## src/rtl/mips_pkg.sv

```systemverilog
// Shared encodings for the multicycle MIPS controller: opcodes, function
// codes, ALU control codes, FSM state encoding and datapath select codes.
package mips_pkg;

  // Primary opcodes (IR[31:26])
  localparam logic [5:0] OP_RTYPE = 6'b000000;
  localparam logic [5:0] OP_J     = 6'b000010;
  localparam logic [5:0] OP_BEQ   = 6'b000100;
  localparam logic [5:0] OP_BNE   = 6'b000101;
  localparam logic [5:0] OP_ADDI  = 6'b001000;
  localparam logic [5:0] OP_SLTI  = 6'b001010;
  localparam logic [5:0] OP_ANDI  = 6'b001100;
  localparam logic [5:0] OP_ORI   = 6'b001101;
  localparam logic [5:0] OP_LW    = 6'b100011;
  localparam logic [5:0] OP_SW    = 6'b101011;

  // R-type function codes (IR[5:0])
  localparam logic [5:0] FN_ADD = 6'b100000;
  localparam logic [5:0] FN_SUB = 6'b100010;
  localparam logic [5:0] FN_AND = 6'b100100;
  localparam logic [5:0] FN_OR  = 6'b100101;
  localparam logic [5:0] FN_SLT = 6'b101010;

  // ALU operation codes
  localparam logic [2:0] ALU_AND = 3'b000;
  localparam logic [2:0] ALU_OR  = 3'b001;
  localparam logic [2:0] ALU_ADD = 3'b010;
  localparam logic [2:0] ALU_SUB = 3'b110;
  localparam logic [2:0] ALU_SLT = 3'b111;

  // ALU B-input select codes
  localparam logic [1:0] SRCB_REG   = 2'b00;
  localparam logic [1:0] SRCB_FOUR  = 2'b01;
  localparam logic [1:0] SRCB_IMM   = 2'b10;
  localparam logic [1:0] SRCB_IMMSH = 2'b11;

  // PC source select codes
  localparam logic [1:0] PCSRC_ALU    = 2'b00;
  localparam logic [1:0] PCSRC_ALUOUT = 2'b01;
  localparam logic [1:0] PCSRC_JUMP   = 2'b10;

  // Controller states, 4-bit binary
  typedef enum logic [3:0] {
    S_FETCH   = 4'd0,
    S_DECODE  = 4'd1,
    S_MEMADR  = 4'd2,
    S_MEMRD   = 4'd3,
    S_MEMWB   = 4'd4,
    S_MEMWR   = 4'd5,
    S_RTEXEC  = 4'd6,
    S_ALUWB   = 4'd7,
    S_IMMEXEC = 4'd8,
    S_BRANCH  = 4'd9,
    S_JUMP    = 4'd10
  } state_e;

  // Which kind of ALU operation the current state wants
  typedef enum logic [1:0] {
    CLS_ADD   = 2'b00,
    CLS_SUB   = 2'b01,
    CLS_FUNCT = 2'b10,
    CLS_IMM   = 2'b11
  } alu_cls_e;

  // Map an R-type function code to {unsupported flag, ALU code}.
  // Unsupported codes fall back to add so the ALU stays in a benign mode.
  function automatic logic [3:0] funct_decode(input logic [5:0] funct);
    logic [3:0] res;
    case (funct)
      FN_ADD:  res = {1'b0, ALU_ADD};
      FN_SUB:  res = {1'b0, ALU_SUB};
      FN_AND:  res = {1'b0, ALU_AND};
      FN_OR:   res = {1'b0, ALU_OR};
      FN_SLT:  res = {1'b0, ALU_SLT};
      default: res = {1'b1, ALU_ADD};
    endcase
    return res;
  endfunction

endpackage

```

## src/rtl/mc_aludec.sv

```systemverilog
// ALU decoder: turns the state's ALU class plus Op/Funct into the ALU
// operation, the immediate extension mode and an unsupported-Funct flag.
module mc_aludec
  import mips_pkg::*;
(
  input  logic [5:0] op_i,
  input  logic [5:0] funct_i,
  input  logic [1:0] cls_i,
  output logic [2:0] alu_ctl_o,
  output logic       ext_op_o,
  output logic       funct_illegal_o
);

  logic [3:0] funct_dec_s;

  // Function-code lookup, shared by RTEXEC control and DECODE legality check
  always_comb begin
    funct_dec_s     = funct_decode(funct_i);
    funct_illegal_o = funct_dec_s[3];
  end

  // ALU operation and immediate extension selected by ALU class
  always_comb begin
    alu_ctl_o = ALU_ADD;
    ext_op_o  = 1'b1;
    case (cls_i)
      CLS_ADD:   alu_ctl_o = ALU_ADD;
      CLS_SUB:   alu_ctl_o = ALU_SUB;
      CLS_FUNCT: alu_ctl_o = funct_dec_s[2:0];
      CLS_IMM: begin
        case (op_i)
          OP_ADDI: begin alu_ctl_o = ALU_ADD; ext_op_o = 1'b1; end
          OP_ANDI: begin alu_ctl_o = ALU_AND; ext_op_o = 1'b0; end
          OP_ORI:  begin alu_ctl_o = ALU_OR;  ext_op_o = 1'b0; end
          OP_SLTI: begin alu_ctl_o = ALU_SLT; ext_op_o = 1'b1; end
          default: begin alu_ctl_o = ALU_ADD; ext_op_o = 1'b1; end
        endcase
      end
      default:   alu_ctl_o = ALU_ADD;
    endcase
  end

endmodule

```

## src/rtl/multicycle_controller.sv

```systemverilog
// Multicycle MIPS control FSM. Registered state, combinational outputs from
// state plus Op/Funct/Zero/MemReady. All strobes and selects are held in
// their idle values while reset_n is low so nothing fires during reset.
module multicycle_controller
  import mips_pkg::*;
(
  input  logic       clk,
  input  logic       reset_n,
  input  logic [5:0] Op,
  input  logic [5:0] Funct,
  input  logic       Zero,
  input  logic       MemReady,
  output logic       IorD,
  output logic       MemRead,
  output logic       MemWrite,
  output logic       IRWrite,
  output logic       RegDst,
  output logic       MemToReg,
  output logic       RegWrite,
  output logic       AluSrcA,
  output logic [1:0] AluSrcB,
  output logic [2:0] AluCtl,
  output logic       ExtOp,
  output logic [1:0] PCSrc,
  output logic       PCEn,
  output logic       InstrDone,
  output logic       Illegal
);

  state_e     state_q, state_d;

  logic       iord_s, mem_read_s, mem_write_s, ir_write_s;
  logic       reg_dst_s, mem_to_reg_s, reg_write_s, alu_src_a_s;
  logic [1:0] alu_src_b_s, pc_src_s;
  logic       pc_en_s, instr_done_s, illegal_s;
  logic [1:0] alu_cls_s;
  logic [2:0] alu_ctl_s;
  logic       ext_op_s;
  logic       funct_illegal_s;

  mc_aludec u_aludec (
    .op_i            (Op),
    .funct_i         (Funct),
    .cls_i           (alu_cls_s),
    .alu_ctl_o       (alu_ctl_s),
    .ext_op_o        (ext_op_s),
    .funct_illegal_o (funct_illegal_s)
  );

  // State register; reset returns to FETCH immediately, aborting any instruction
  always_ff @(posedge clk or negedge reset_n) begin
    if (!reset_n) begin
      state_q <= S_FETCH;
    end else begin
      state_q <= state_d;
    end
  end

  // Next-state and per-state control decode
  always_comb begin
    state_d      = state_q;
    iord_s       = 1'b0;
    mem_read_s   = 1'b0;
    mem_write_s  = 1'b0;
    ir_write_s   = 1'b0;
    reg_dst_s    = 1'b0;
    mem_to_reg_s = 1'b0;
    reg_write_s  = 1'b0;
    alu_src_a_s  = 1'b0;
    alu_src_b_s  = SRCB_REG;
    pc_src_s     = PCSRC_ALU;
    pc_en_s      = 1'b0;
    instr_done_s = 1'b0;
    illegal_s    = 1'b0;
    alu_cls_s    = CLS_ADD;

    case (state_q)
      S_FETCH: begin
        mem_read_s  = 1'b1;
        alu_src_b_s = SRCB_FOUR;
        ir_write_s  = MemReady;
        pc_en_s     = MemReady;
        if (MemReady) begin
          state_d = S_DECODE;
        end else begin
          state_d = S_FETCH;
        end
      end

      S_DECODE: begin
        // Precompute the branch target into ALUOut
        alu_src_b_s = SRCB_IMMSH;
        case (Op)
          OP_LW, OP_SW: state_d = S_MEMADR;
          OP_RTYPE: begin
            if (funct_illegal_s) begin
              illegal_s = 1'b1;
              state_d   = S_FETCH;
            end else begin
              state_d   = S_RTEXEC;
            end
          end
          OP_ADDI, OP_ANDI, OP_ORI, OP_SLTI: state_d = S_IMMEXEC;
          OP_BEQ, OP_BNE: state_d = S_BRANCH;
          OP_J:           state_d = S_JUMP;
          default: begin
            illegal_s = 1'b1;
            state_d   = S_FETCH;
          end
        endcase
      end

      S_MEMADR: begin
        alu_src_a_s = 1'b1;
        alu_src_b_s = SRCB_IMM;
        if (Op == OP_LW) begin
          state_d = S_MEMRD;
        end else begin
          state_d = S_MEMWR;
        end
      end

      S_MEMRD: begin
        mem_read_s = 1'b1;
        iord_s     = 1'b1;
        if (MemReady) begin
          state_d = S_MEMWB;
        end else begin
          state_d = S_MEMRD;
        end
      end

      S_MEMWB: begin
        reg_write_s  = 1'b1;
        mem_to_reg_s = 1'b1;
        instr_done_s = 1'b1;
        state_d      = S_FETCH;
      end

      S_MEMWR: begin
        mem_write_s  = 1'b1;
        iord_s       = 1'b1;
        instr_done_s = MemReady;
        if (MemReady) begin
          state_d = S_FETCH;
        end else begin
          state_d = S_MEMWR;
        end
      end

      S_RTEXEC: begin
        alu_src_a_s = 1'b1;
        alu_src_b_s = SRCB_REG;
        alu_cls_s   = CLS_FUNCT;
        state_d     = S_ALUWB;
      end

      S_ALUWB: begin
        reg_write_s  = 1'b1;
        instr_done_s = 1'b1;
        // R-type writes rd, immediate forms write rt
        reg_dst_s    = (Op == OP_RTYPE);
        state_d      = S_FETCH;
      end

      S_IMMEXEC: begin
        alu_src_a_s = 1'b1;
        alu_src_b_s = SRCB_IMM;
        alu_cls_s   = CLS_IMM;
        state_d     = S_ALUWB;
      end

      S_BRANCH: begin
        alu_src_a_s  = 1'b1;
        alu_src_b_s  = SRCB_REG;
        alu_cls_s    = CLS_SUB;
        pc_src_s     = PCSRC_ALUOUT;
        instr_done_s = 1'b1;
        pc_en_s      = Zero ^ (Op == OP_BNE);
        state_d      = S_FETCH;
      end

      S_JUMP: begin
        pc_src_s     = PCSRC_JUMP;
        pc_en_s      = 1'b1;
        instr_done_s = 1'b1;
        state_d      = S_FETCH;
      end

      default: begin
        state_d = S_FETCH;
      end
    endcase
  end

  // Output drive, forced to idle values while reset is asserted
  always_comb begin
    if (!reset_n) begin
      IorD      = 1'b0;
      MemRead   = 1'b0;
      MemWrite  = 1'b0;
      IRWrite   = 1'b0;
      RegDst    = 1'b0;
      MemToReg  = 1'b0;
      RegWrite  = 1'b0;
      AluSrcA   = 1'b0;
      AluSrcB   = 2'b00;
      AluCtl    = ALU_ADD;
      ExtOp     = 1'b1;
      PCSrc     = 2'b00;
      PCEn      = 1'b0;
      InstrDone = 1'b0;
      Illegal   = 1'b0;
    end else begin
      IorD      = iord_s;
      MemRead   = mem_read_s;
      MemWrite  = mem_write_s;
      IRWrite   = ir_write_s;
      RegDst    = reg_dst_s;
      MemToReg  = mem_to_reg_s;
      RegWrite  = reg_write_s;
      AluSrcA   = alu_src_a_s;
      AluSrcB   = alu_src_b_s;
      AluCtl    = alu_ctl_s;
      ExtOp     = ext_op_s;
      PCSrc     = pc_src_s;
      PCEn      = pc_en_s;
      InstrDone = instr_done_s;
      Illegal   = illegal_s;
    end
  end

endmodule

```

## config.mk

```make
export PLATFORM = sky130hd
export DESIGN_NAME = multicycle_controller
export DESIGN_NICKNAME = d
export VERILOG_FILES = /design/src/rtl/mips_pkg.sv /design/src/rtl/mc_aludec.sv /design/src/rtl/multicycle_controller.sv
export SDC_FILE = /design/constraint.sdc
export NUM_CORES = 1
export LEC_CHECK = 0
export BUFFER_PORTS_ARGS = -buffer_cell sky130_fd_sc_hd__buf_2
export CORE_AREA = 2 2 49 51
export CTS_BUF_LIST = sky130_fd_sc_hd__clkbuf_8 sky130_fd_sc_hd__clkbuf_16
export CTS_CLUSTER_SIZE = 8
export DETAILED_ROUTE_END_ITERATION = 8
export DIE_AREA = 0 0 51 53
export GPL_TIMING_DRIVEN = 0
export PLACE_DENSITY = 0.66
export SLEW_MARGIN = 25
export SYNTH_ARGS = -nofsm -noshare
export SYNTH_HDL_FRONTEND = slang
export SYNTH_SLANG_ARGS = --single-unit
```

## constraint.sdc

```tcl
create_clock -name clk -period 2.3 [get_ports clk]
set_input_delay 0.46 -clock clk [delete_from_list [all_inputs] [get_ports clk]]
set_output_delay 0.46 -clock clk [all_outputs]
set_load 0.01 [all_outputs]
```

Word-level counts from Yosys, hierarchy flattened. Cells that the tools add are included.

Output and inout port bits: 19. Register bits: 4.

Reductions and logical operators: 15. Equal/unequal tests: 27. Mux-type cells: 43. Bitwise gates (word level): 1.

Operators with widths (count): == test 6 bit, second input constant (7); case mux 4 bit (5 select lines) (2); 2-to-1 mux 1 bit (25); == test 6 x 4 -> 1 bit, second input constant (4); case mux 4 bit (6 select lines) (1); == test 4 x 3 -> 1 bit, second input constant (4); OR reduction 2 bit (8); 2-to-1 mux 3 bit (5); == test 4 bit, second input constant (3); == test 6 x 3 -> 1 bit, second input constant (2); case mux 2 bit (3 select lines) (2); case mux 3 bit (4 select lines) (1); OR reduction 4 bit (3); case mux 3 bit (3 select lines) (1); OR reduction 9 bit (1); == test 4 x 2 -> 1 bit, second input constant (2); == test 6 x 2 -> 1 bit, second input constant (1); zero test 6 bit (1); == test 2 bit, second input constant (2); == test 4 x 1 -> 1 bit, second input constant (1); zero test 4 bit (1); 2-to-1 mux 2 bit (2); case mux 1 bit (2 select lines) (2); case mux 2 bit (2 select lines) (1); other kinds (4) (4).

Longest topological paths before layout.
Depth in word-level cells: 6. Gate-level depth with buffers: 6.

By module. Synthesis repeated with hierarchy kept, for this count alone.

Cell total of the unflattened synthesis: 114. Area, all modules: 805.8 µm².

Modules (own cells, without submodules): multicycle_controller (cells each 93, area an instance 653.1 µm², sequential area each 100.1 µm², instances 1); mc_aludec (cells each 21, area an instance 152.6 µm², sequential area each 0.0 µm², instances 1).

Worst setup path after synthesis. No wires, ideal clock.

Path type: in2out. Start point: input port Op[0]. End point: output port RegDst. Data required time: 1.840 ns. Stages: 3. Setup slack: 0.245 ns. Arrival: 1.595 ns. Path through: or3_1 -> or4_4 -> nor3_1.

Word-level cells in the longest chain between the ends: 3.

RTL lines: start, declared (RTL line multicycle_controller.sv:9) `input logic [5:0] Op,`; zero test 6 bit (RTL line multicycle_controller.sv:162) `reg_dst_s = (Op == OP_RTYPE);`; 2-to-1 mux 1 bit (RTL line multicycle_controller.sv:77) `case (state_q)`; 2-to-1 mux 1 bit (RTL line multicycle_controller.sv:198) `if (!reset_n) begin`; end, declared (RTL line multicycle_controller.sv:17) `output logic RegDst,`.

Every way passes these cells.

Worst setup path in the final report.
Start point: input port Op[5]. End point: output port PCEn.

Word-level cells in the longest chain between the ends: 4.

RTL lines: == test 6 x 3 -> 1 bit (RTL line multicycle_controller.sv:179) `pc_en_s = Zero ^ (Op == OP_BNE);`; XOR 1 bit (RTL line multicycle_controller.sv:179); case mux 1 bit (3 select lines) (RTL line multicycle_controller.sv:77); 2-to-1 mux 1 bit (RTL line multicycle_controller.sv:198); end, declared (RTL line multicycle_controller.sv:25) `output logic PCEn,`.

Every way passes these cells.

==> qor.txt <==
Number of slew-limit violations in the final report - 0
Total Routing Usage GR - 0.217
Starting utilization of the core area - 0.381
Number of warning messages in the yosys log - 0
Detailed Routing Iterations Pass 1 - 4
Largest register by flop count - state_q
Required time of the critical path - 1.84 ns
Largest fanout of any net on the critical path - 6
Number of hold-repair buffers added at the cts stage - 0
Part of the Yosys area used for sequential elements - 0.122
Number of global-route vias before repair - 1010
Worst-case reg-to-reg path depth - 5
Number of standard-cell rows in the floorplan - 17
First-pass GRT wire length - 4510 um
Net count of the finished layout - 180
Die outline area - 0.00270 mm2
Number of synthesized flops with an enable pin - 0
Cells after synthesis - 122
Die Y-Extent - 53 um
Count of maximum capacitance violations - 0
Biggest registers after layout - state_q: 4 flops
Total non-filler cell area in the finished layout - 0.00115 mm2
Number of library cell types mapped by synthesis - 45
Arrival @ worst endpoint - 1.82 ns
Category of the critical setup timing path - primary input to primary output
Status - complete, no violations
Master cell of the clock root buffer - clkbuf_8
TritonCTS Sinks - 4
Detail Route Antenna Nets - 0
Number of remaining DRC errors - 0
XOR/XNOR share of the synthesized area - 0.0107
Startpoint type of the worst setup path - primary input
Skew final - 0.00724 ns
Total global routing overflow - 0
Min cycle time layout - 2.28 ns
Max transition margin - 0.712
Initial antenna violation count - 0
Crit end category - primary output
Count of final setup violators - 0
Clock-pin slew of the registers on the worst-case setup and hold paths - 0.04 ns
Area growth from synthesis to final layout - 40.0%
Share of cells above drive strength 1 - 0.364
Flip-flop count of the largest register after layout - 4
Port Buf Inserts - 34
Number of storage elements in the synthesis netlist - 4
Setup slack on the worst flop-to-flop path - 0.79 ns
Detailed-route wire length - 2820 um
Cell area after placement - 0.00102 mm2
Cell type with the highest aggregate area in the netlist - dfrtp_1
Total power of the final layout - 769 uW
Dominant combinational cell family by area after synthesis - simple AND/OR/NAND/NOR gates
Dominant register cell in the synthesized netlist - dfrtp_1
Via count - 1120
Deepest level of the CTS H-tree - 1
Area fraction in compound gates after synthesis - 0.282
Mux contribution to synthesized area - 0.0122
Clock latency on the worst-skew pair - 0.22 ns
Final hold slack - 0.0482 ns
Pin count of the biggest net entering global routing - 11
CTS tree - yes
Average wire per cell in the routed design - 14.9 um
Reg-to-reg endpoint - state_q[0]
Adder-cell area share of the yosys netlist - 0
Average cell area after synthesis - 6.72 um2
Antenna diode count - 0
RSZ-0062 raised after global routing - true
TritonCTS Buffers - 3
Transition time at the pin with the least slew margin - 0.432 ns
Share of flip-flops with an asynchronous set or reset after synthesis - 1.00
Highest achievable clock rate - 0.438 GHz
Placeable core region - 0.00215 mm2
Most area-consuming cells after synthesis - dfrtp_1, nand2_1, nand2b_1, nor2b_1, nor2_1
Area of the mapped netlist - 820 um2
Area fraction in and, or, nand and nor cells after synthesis - 0.530
Number of ports placed on the die boundary - 35
Class of the most critical hold timing path - primary input to async pin
Iter 0 DRT Violations - 42
HPWL reported at the end of detailed placement - 2150 um
Total nets after synthesis - 138
Number of endpoints with negative hold slack in the final report - 0
Number of buffers on the longest clock path - 2
Worst vdd rail ir drop - 379 uV
Via-to-Cell Ratio - 5.89
FF-to-FF Start - state_q[0]
Origin of the worst setup path - Op[5]
Crit share post-route - 0.993
RePlAce Congestion - 0.879
Fraction of post-synthesis cell area in the top cell type by area - 0.122
Leakage dissipation - 0.000514 uW
Horizontal die dimension - 51 um
Post-layout util - 0.534
Pwr dens - 671 mW/mm2
[layout by cell type (no fill, tap or decap), types with 2 or more instances in the layout]
cell type / instances
a211oi_1: 2
a21oi_1: 6
a2bb2oi_1: 2
and2_1: 2
and3_1: 2
buf_2: 35
buf_4: 4
clkbuf_1: 2
clkbuf_2: 3
clkbuf_8: 3
dfrtp_1: 3
nand2_1: 14
nand2b_1: 7
nand3_1: 3
nor2_1: 12
nor2b_1: 5
nor2b_2: 3
nor3_1: 5
nor3b_1: 2
nor4_1: 2
o21ai_0: 6
o21ai_1: 3
o221ai_1: 2
or3_1: 3
[through the flow]
step	setup TNS, ns	std cells	worst slack (ns)
floorplan	0	122	0.245
global placement	-0.113	184	-0.113
detailed placement	-0.154	184	-0.154
CTS	-0.0118	189	-0.0118
global route	-0.0411	190	-0.0175
finish	0	190	0.0159
[power by group]
part / total [uW] / internal, uW / switching (uW)
combinational: 513 / 211 / 303
clock: 153 / 112 / 41.2
sequential: 103 / 88.4 / 14.4
total: 769 / 411 / 358
[layer usage]
layer,vias up,GRT usage,part of all wire
li1,537,-,-
met2,59,0.392,0.48
met4,0,0.0811,0.016
met1,518,0.261,0.41
met5,-,0,0
met3,6,0.0254,0.087
[repair_timing]
item,CTS,global route
gates cloned,0,0
setup buffers,2,1
pin swaps,2,4
resized for setup,7,18
setup endpoints to repair,4,8
[layout make-up]
type / instances / area (um2)
buffer: 8 / 46.3
clock buffer: 3 / 41.3
fill: 213 / 1000
inverter: 1 / 3.75
multi-input combinational: 109 / 727
sequential: 4 / 101
tap: 28 / 35.0
timing repair buffer: 37 / 193
[cell families after synthesis]
| logic type | Yosys count |
|---|---|
| mux | 1 |
| buf+inv | 9 |
| compound gates | 33 |
| simple gates | 74 |
| flops | 4 |
| xor+xnor | 1 |
[worst max path at each step]
stage / depth (start not counted) / slack (ns) / end
after floorplan: 3 / 0.24 / RegDst
after global placement: 6 / -0.11 / PCEn
after detailed placement: 6 / -0.15 / PCEn
after CTS: 5 / -0.01 / PCEn
after global routing: 6 / -0.02 / AluCtl[1]
final: 6 / 0.02 / PCEn
[cell usage after synthesis (2+ instances only)]
library cell   n
a211oi_1       2
a2bb2oi_1      2
o21ai_0        6
nand2_1       14
clkbuf_1       7
o21ai_1        3
nor2_1        12
nor4_1         2
and3_1         2
nor3b_1        2
or3_1          4
a21oi_1        6
and2_1         2
nor3_1         7
nor2b_1        8
o221ai_1       2
dfrtp_1        4
nand3_1        3
nand2b_1       8
[critical path, cell delays in order]
cell and delay, ns:
buf_2 0.14, nor4b_4 0.30, nand3b_1 0.15, or3_1 0.34, a221oi_2 0.26, buf_2 0.17
(Power assumes the default switching activity.)
